[src/rtl/cdb_scheduler.sv]
// Common data bus slot scheduler: grants issue to int/ls/mult/div only when the
// unit's result slot on the CDB is free, then drives the CDB mux select/valid.
module cdb_scheduler #(
    parameter int MULT_LAT = 4,
    parameter int DIV_LAT  = 7
) (
    input  logic        clk,
    input  logic        reset,
    input  logic        issueint_req,
    input  logic        issuels_req,
    input  logic        issuemult_req,
    input  logic        issuediv_req,
    input  logic        issuediv_busy,
    output logic        issueint_grant,
    output logic        issuels_grant,
    output logic        issuemult_grant,
    output logic        issuediv_grant,
    output logic [1:0]  cdb_src,
    output logic        cdb_valid,
    output logic [15:0] cdb_conflicts
);

    localparam logic [1:0] SRC_INT  = 2'd0;
    localparam logic [1:0] SRC_LS   = 2'd1;
    localparam logic [1:0] SRC_MULT = 2'd2;
    localparam logic [1:0] SRC_DIV  = 2'd3;

    // Slot i is the CDB cycle i cycles from now; slot 0 is on the bus now.
    logic [DIV_LAT:0]       v_q;
    logic [DIV_LAT:0]       v_d;
    logic [DIV_LAT:0][1:0]  own_q;
    logic [DIV_LAT:0][1:0]  own_d;
    logic                   rr_q;
    logic                   rr_d;
    logic [15:0]            conf_q;
    logic [15:0]            conf_d;

    logic int_g;
    logic ls_g;
    logic mult_g;
    logic div_g;
    logic refused;

    always_comb begin
        int_g  = 1'b0;
        ls_g   = 1'b0;
        mult_g = 1'b0;
        div_g  = 1'b0;
        rr_d   = rr_q;
        if (reset) begin
            div_g  = issuediv_req & ~issuediv_busy & ~v_q[DIV_LAT];
            mult_g = issuemult_req & ~v_q[MULT_LAT];
            if (!v_q[1]) begin
                if (issueint_req && issuels_req) begin
                    int_g = ~rr_q;
                    ls_g  = rr_q;
                    rr_d  = ~rr_q;
                end else begin
                    int_g = issueint_req;
                    ls_g  = issuels_req;
                end
            end
        end
    end

    // A grant of latency L books slot L-1 of the next cycle, which is slot L now.
    for (genvar gi = 0; gi < DIV_LAT; gi++) begin : g_slot
        logic       slot_grant;
        logic [1:0] slot_code;

        always_comb begin
            slot_grant = 1'b0;
            slot_code  = SRC_INT;
            if (gi == 0) begin
                if (int_g) begin
                    slot_grant = 1'b1;
                    slot_code  = SRC_INT;
                end else if (ls_g) begin
                    slot_grant = 1'b1;
                    slot_code  = SRC_LS;
                end
            end
            if (gi == MULT_LAT - 1 && mult_g) begin
                slot_grant = 1'b1;
                slot_code  = SRC_MULT;
            end
            if (gi == DIV_LAT - 1 && div_g) begin
                slot_grant = 1'b1;
                slot_code  = SRC_DIV;
            end
        end

        assign v_d[gi]   = v_q[gi+1] | slot_grant;
        assign own_d[gi] = slot_grant ? slot_code : own_q[gi+1];
    end

    assign v_d[DIV_LAT]   = 1'b0;
    assign own_d[DIV_LAT] = SRC_INT;

    assign refused = (issueint_req  & ~int_g)  |
                     (issuels_req   & ~ls_g)   |
                     (issuemult_req & ~mult_g) |
                     (issuediv_req  & ~div_g);

    always_comb begin
        conf_d = conf_q;
        if (refused && conf_q != 16'hFFFF) begin
            conf_d = conf_q + 16'd1;
        end
    end

    always_ff @(posedge clk or negedge reset) begin
        if (!reset) begin
            v_q    <= '0;
            own_q  <= '0;
            rr_q   <= 1'b0;
            conf_q <= 16'd0;
        end else begin
            v_q    <= v_d;
            own_q  <= own_d;
            rr_q   <= rr_d;
            conf_q <= conf_d;
        end
    end

    assign issueint_grant  = int_g;
    assign issuels_grant   = ls_g;
    assign issuemult_grant = mult_g;
    assign issuediv_grant  = div_g;
    assign cdb_valid       = v_q[0];
    assign cdb_src         = own_q[0];
    assign cdb_conflicts   = conf_q;

endmodule

[config.mk]
export PLATFORM = sky130hd
export DESIGN_NAME = cdb_scheduler
export DESIGN_NICKNAME = d
export VERILOG_FILES = /design/src/rtl/cdb_scheduler.sv
export SDC_FILE = /design/constraint.sdc
export NUM_CORES = 1
export LEC_CHECK = 0
export ABC_AREA = 1
export CAP_MARGIN = 20
export CORE_MARGIN = 2
export CORE_UTILIZATION = 26
export CTS_BUF_LIST = sky130_fd_sc_hd__clkbuf_16
export DETAILED_ROUTE_END_ITERATION = 8
export GPL_TIMING_DRIVEN = 0
export PLACE_DENSITY_LB_ADDON = 0.25
export SLEW_MARGIN = 20
export SYNTH_ARGS = -nofsm -noshare
export SYNTH_HDL_FRONTEND = slang
export SYNTH_SLANG_ARGS = --single-unit
export TNS_END_PERCENT = 30
[constraint.sdc]
create_clock -name clk -period 1.66 [get_ports clk]
set_input_delay 0.166 -clock clk [delete_from_list [all_inputs] [get_ports clk]]
set_output_delay 0.166 -clock clk [all_outputs]
set_load 0.02 [all_outputs]
==> flow_metrics.tcl <==
set metrics [dict create \
    status "complete, no violations" \
    setup_violations 0 \
    gp_congestion 0.812 \
    worst-endpoint-required_ps 1490 \
    rows 27 \
    grt_start_max_net_pins 22 \
    crit_end "cdb_conflicts[0]" \
    post-route-period-util 0.954 \
    die_x_um 80.7 \
    grt_use_total 0.118 \
    hold_viol_final 0 \
    place_ws_ps -198 \
    drt_iter0_markers 56 \
    arrival_ps 1420 \
    p_comb_frac 0.248 \
    dieArea_um2 6510 \
    chipHeight_um 80.7 \
    area_growth_pct 43.2 \
    most-common-layout-cells "nand2_1, dfrtp_1, clkdlybuf4s50_1" \
    vdd_drop_max_uv 636 \
    clk_pin_slew_ps 50 \
    layout_commonest_cell "nand2_1" \
    ant_nets 0 \
    holdCritPathClass "input port to async pin" \
    clock_power_share 0.412 \
    powerDensity_nw_per_um2 1290 \
    synthesis.area_um2 1530 \
    vias 1295 \
    reg2reg_from "own_q[3]" \
    grt_pass1_vias 1204 \
    fin_worst_skew_ps 3.60 \
    maxSlewHeadroom 0.695 \
    numCtsBuffers 5 \
    worstMarginPinSlew_ps 458 \
    clk_latency_ps 270 \
    cp_slowest_cell "clkdlybuf4s50_1" \
    wire_per_inst_um 10.7 \
    clockRootBuffer "clkbuf_16" \
    final_nets 243 \
    n_antenna_cell 0 \
    antenna_found_initial 0 \
    core_area_um2 5610 \
    synth_cell_types 24 \
    path_buf_inv 2 \
    slew_violations 0 \
    p_switching_uw 803 \
    start_kind "register" \
    io_pins 30 \
    synth_fp_nets 200 \
    reg2reg_to "cdb_conflicts[1]" \
    fin_crit_ps 1580 \
    worst_slack_ps 76.3 \
    cts_max_level 2 \
    critPathTopFamily "buffers and inverters" \
    start_util 0.273 \
    vias_per_cell 4.20 \
    synth_warnings 0 \
    grt_pass1_wl_mm 5.75 \
    switching_share 0.284 \
    power.total_uw 2830 \
    crit_chain "buf_4 > clkdlybuf4s50_1" \
    cap_violations 0 \
    cp_slowest_stage_delay_ps 610 \
    routed_wl_mm 3.28 \
    intPower_uw 2020 \
    ys_seq_elements 29 \
    yosys.area.top_type "dfrtp_1" \
    syn_inst 192 \
    cts_tree "done" \
    crit_type "register to output pin" \
    portBuffers 29 \
    reg2reg_slack_ps 150 \
    crit_start "cdb_conflicts[0]" \
    dp_hpwl_mm 2.48 \
    yosysSeqAreaShare 0.475 \
    rsz0062_at_grt "yes" \
    cts_buffer_depth 2 \
    drt_drc_violations_left 0 \
    cp_num_cells 2 \
    syn_area_per_cell_um2 7.96 \
    leakagePower_uw 0.00104 \
    gr-total-overflow 0 \
    clock_sinks 29 \
    firstDrtPassIters 4 \
    layout-drive-gt1-share 0.127 \
    netlist.area_leader.share 0.475 \
    r2r_cells 9 \
    critPathCaptureType "output pin" \
    seqPwrFrac 0.340 \
    fmax_mhz 631 \
    path_max_fanout 4 \
    synthTopCellsByArea "dfrtp_1, nand2_1, inv_1" \
]
==> worst min path at each step <==
stage / to / cells after the start / slack (ps) / startpoint
floorplan: cdb_conflicts[0] / 0 / -130 / reset
global placement: own_q[2] / 0 / 330 / own_d[2]
detailed placement: own_q[8] / 1 / 70 / reset
CTS: own_d[10] / 3 / 230 / reset
global route: rr_q / 3 / 190 / reset
finish: rr_q / 3 / 130 / reset
==> cells in the mapped netlist <==
cell       n
a21oi_1    2
buf_12     1
buf_4      2
buf_6      1
clkbuf_1   2
dfrtp_1   29
ha_1       1
inv_1     20
inv_4      1
nand2_1   72
nand2_4    1
nand3_1   14
nand3_4    1
nand3b_1   1
nand4_1    6
nand4_4    1
nor2_1    17
nor2_2     1
nor2_8     1
nor3_1     3
o21ai_0    6
o21ai_1    1
xnor2_1    7
xor2_1     1
==> metrics by stage <==
step / TNS, ps / util / cells / area, µm² / hold WS [ps]
after global placement: -40970 / 0.341 / 293 / 1910 / 331
after floorplan: 0 / - / 192 / 1530 / -130
after CTS: 0 / 0.384 / 304 / 2150 / 234
final: 0 / 0.390 / 308 / 2190 / 125
after global routing: -28.3 / 0.390 / 308 / 2190 / 191
after detailed placement: -2400 / 0.345 / 294 / 1930 / 73.2
==> power groups by stage <==
stage,Sequential (µW),Combinational (µW),Clock (µW)
global route,987,776,1240
global placement,964,637,0
floorplan,1030,303,0
detailed placement,966,649,0
finish,960,702,1160
CTS,966,669,1190
==> cell families (layout without fill, tap and decap cells) <==
| logic type | Yosys count | after routing | share of synthesized area |
|---|---|---|---|
| buffers and inverters | 27 | 71 | 0.0884 |
| flip-flops | 29 | 29 | 0.475 |
| AND/OR/NAND/NOR | 118 | 118 | 0.354 |
| adder cells (fa/ha/maj) | 1 | 1 | 0.00818 |
| XOR/XNOR | 8 | 8 | 0.0458 |
| AO/OA/AOI/OAI | 9 | 9 | 0.0295 |
==> flip-flops by register name (all words and copies together) (netlist names) <==
signal / flops
cdb_conflicts: 16
cdb_src: 2
own_d: 6
own_q: 3
rr_q: 1
v_q: 1
==> tightest hold or removal path: stages <==
cell and delay [ps]:
buf_2 160, buf_16 120, buf_2 390
==> layout make-up <==
cell class,instances,area [µm²]
Timing Repair Buffer,36,354
Buffer,6,53.8
Clock buffer,5,125
Multi-Input combinational cell,136,691
Tap cell,72,90.1
Inverter,21,81.3
Clock inverter,3,65.1
Fill cell,593,3420
Sequential cell,29,729
==> layer usage <==
layer | routed length (µm) | global-route usage | vias to the layer above
li1 | - | - | 687
met1 | 1550 | 0.151 | 587
met2 | 1590 | 0.179 | 17
met3 | 95 | 0.0393 | 4
met4 | 50 | 0.0559 | 0
met5 | 0 | 0 | -
==> repair_timing <==
| action | 4_1_cts | 5_1_grt |
|---|---|---|
| resized for setup | 6 | 5 |
| pin swaps | 0 | 0 |
| setup buffers | 0 | 4 |
| hold buffers | 2 | 0 |
| endpoints found under the setup margin | 12 | 18 |
| endpoints found under the hold margin | 8 | 0 |
Power figures use the tool's default switching activity.
==> edit: new RTL, same flow settings <==
The parameter `DIV_LAT` goes from 7 to 14.
--- a/src/rtl/cdb_scheduler.sv
+++ b/src/rtl/cdb_scheduler.sv
@@ -3,5 +3,5 @@
 module cdb_scheduler #(
     parameter int MULT_LAT = 4,
-    parameter int DIV_LAT  = 7
+    parameter int DIV_LAT  = 14
 ) (
     input  logic        clk,
Behaviour: not the same (a bounded check fails within 4 cycles, from zero or initial values and one cycle with reset low).
==> edit against the original RTL <==
Routed wire length is 2.1% higher; clock power is 9% lower; worst setup slack better by 28 ps; final area is 4.9% higher; synthesized area is 6.3% higher; combinational power is 6.6% lower; cell count is 0.32% lower; clock skew is 2.3 ps higher; critical path depth is 1 lower; utilization is 0.72 points lower; sequential cell count is 7 higher; power is 1.0% lower; worst hold slack better by 170 ps; largest cell class unchanged.
==> edit: results (changes against the original RTL) <==
async set-reset flop share out of synthesis=100.0% (unchanged); CTS clk-pin slew, worst paths=50 ps (about the same); Post-Synth XOR/XNOR Area=4.850% (was 4.583%); GPL Wtd Cong=0.7850 (was 0.8118); largest net degree at the start of global routing=19 (was 22); vias=1318 (was 1295); kind of cell adding the most delay to the critical path=buffers and inverters (unchanged); # diodes=0 (unchanged); Setup WS pre-CTS=-344.4 ps (was -197.6 ps); Worst Skew=5.889 ps (was 3.599 ps); clock latency on the worst-skew pair=280 ps; Syn. warnings=0 (unchanged); fin nets=239 (was 243); Post-Synth Adder-Cell Area=0.7698% (was 0.8183%); total track usage=10.65% (was 11.83%); initial antenna violation count=0 (unchanged); Hold Crit Class=input pin to register (was input pin to async pin); met3 usage=4.076% (was 3.933%); clock buffer depth=2 (unchanged); Worst path max stage delay=660 ps (was 610 ps); non-filler cells, final=307 (was 308); CTS Root Cell=clkbuf_16 (unchanged); Crit Path Max Fanout=6 (was 4); synth cell count leaders=69 x nand2_1, 36 x dfrtp_1, 17 x inv_1 (was 72 x nand2_1, 29 x dfrtp_1, 20 x inv_1); sequential share of the synthesized area=55.43% (was 47.46%); first-pass GRT wire length=5.830 mm (was 5.747 mm); prevailing post-synth register cell=dfrtp_1 (unchanged); Largest register FFs=16 (unchanged); TritonRoute pass-1 iters=4 (unchanged); mux cell area share after synthesis=0% (unchanged); met2 Use GR=15.69% (was 17.92%); WL final=3.351 mm (was 3.283 mm); synthesized instance count=184 (was 192); CTS H-tree depth=2 (unchanged); share of layout cells above drive strength 1=12.93% (was 12.71%); compound-cell area share of the yosys netlist=2.771% (was 2.946%); placed cells=289 (was 294); Max VDD drop=0.0008074 V (was 0.0006363 V); vias in the first global route=1231 (was 1204); DP Area=0.002032 mm2 (was 0.001933 mm2); CP max stage cell=clkdlybuf4s50_1 (unchanged); port bufs=29 (unchanged); CTS Buf Count=5 (unchanged); HPWL after detailed placement=2.306 mm (was 2.475 mm); Netlist cell types=21 (was 24); met1 Use GR=13.63% (was 15.11%); top cells by area, synth=dfrtp_1 55%, nand2_1 16%, xnor2_1 4.3% (was dfrtp_1 47%, nand2_1 18%, inv_1 4.9%); P_leak=1.096 nW (was 1.036 nW); syn nets=192 (was 200); Slew HR=46.96% (was 69.47%); status=completed (unchanged); Starting DRT DRC Count=48 (was 56); largest family of logic cells by synthesized area=simple AND/OR/NAND/NOR gates (unchanged)
edit: cells by family (layout without fill, tap and decap cells):
family	count (synthesis)	in the layout
xor+xnor	9	9
simple gates	106	106
buf+inv	23	71
compound gates	9	9
fa+ha+maj	1	1
flops	36	36
edit: per-layer routing:
layer | wire length, um | vias up
li1 | - | 668
met1 | 1586 | 617
met2 | 1520 | 27
met3 | 177 | 6
met4 | 68 | 0
met5 | 0 | -
edit: final timing paths:
check	startpoint	end	slack, ps	depth (start not counted)
worst min-delay path	reset	own_d[24]	300	4
max in group asynchronous	reset	own_d[20]	540	3
worst max register to register	cdb_conflicts[0]	cdb_conflicts[3]	110	8
worst min register to register	own_d[3]	own_q[3]	350	0
min in group asynchronous	reset	cdb_conflicts[12]	520	2
worst max-delay path	cdb_conflicts[11]	cdb_conflicts[11]	100	1
edit: report_power, final:
| part | internal, mW | switching, mW |
|---|---|---|
| clock network | 0.699 | 0.346 |
| registers | 0.987 | 0.110 |
| logic | 0.331 | 0.325 |
| total | 2.02 | 0.781 |
edit: layout make-up:
cell class,instances,area [um2]
well taps,75,93.84
repair buffers,40,394.1
inverters,18,70.07
clock buffers,5,125.1
plain buffers,5,37.54
multi-input cells,125,635.6
flip-flops and latches,36,900.9
clock inverters,3,38.79
fillers,606,3695
edit: what timing repair did:
action                                  4_1_cts  5_1_grt
hold endpoints to repair                     36        0
pin swaps                                     1        3
gates cloned                                  0        0
endpoints found under the setup margin       14       15
gates resized for setup                       7        7
buffers inserted                              0        8
hold buffers                                  2        0
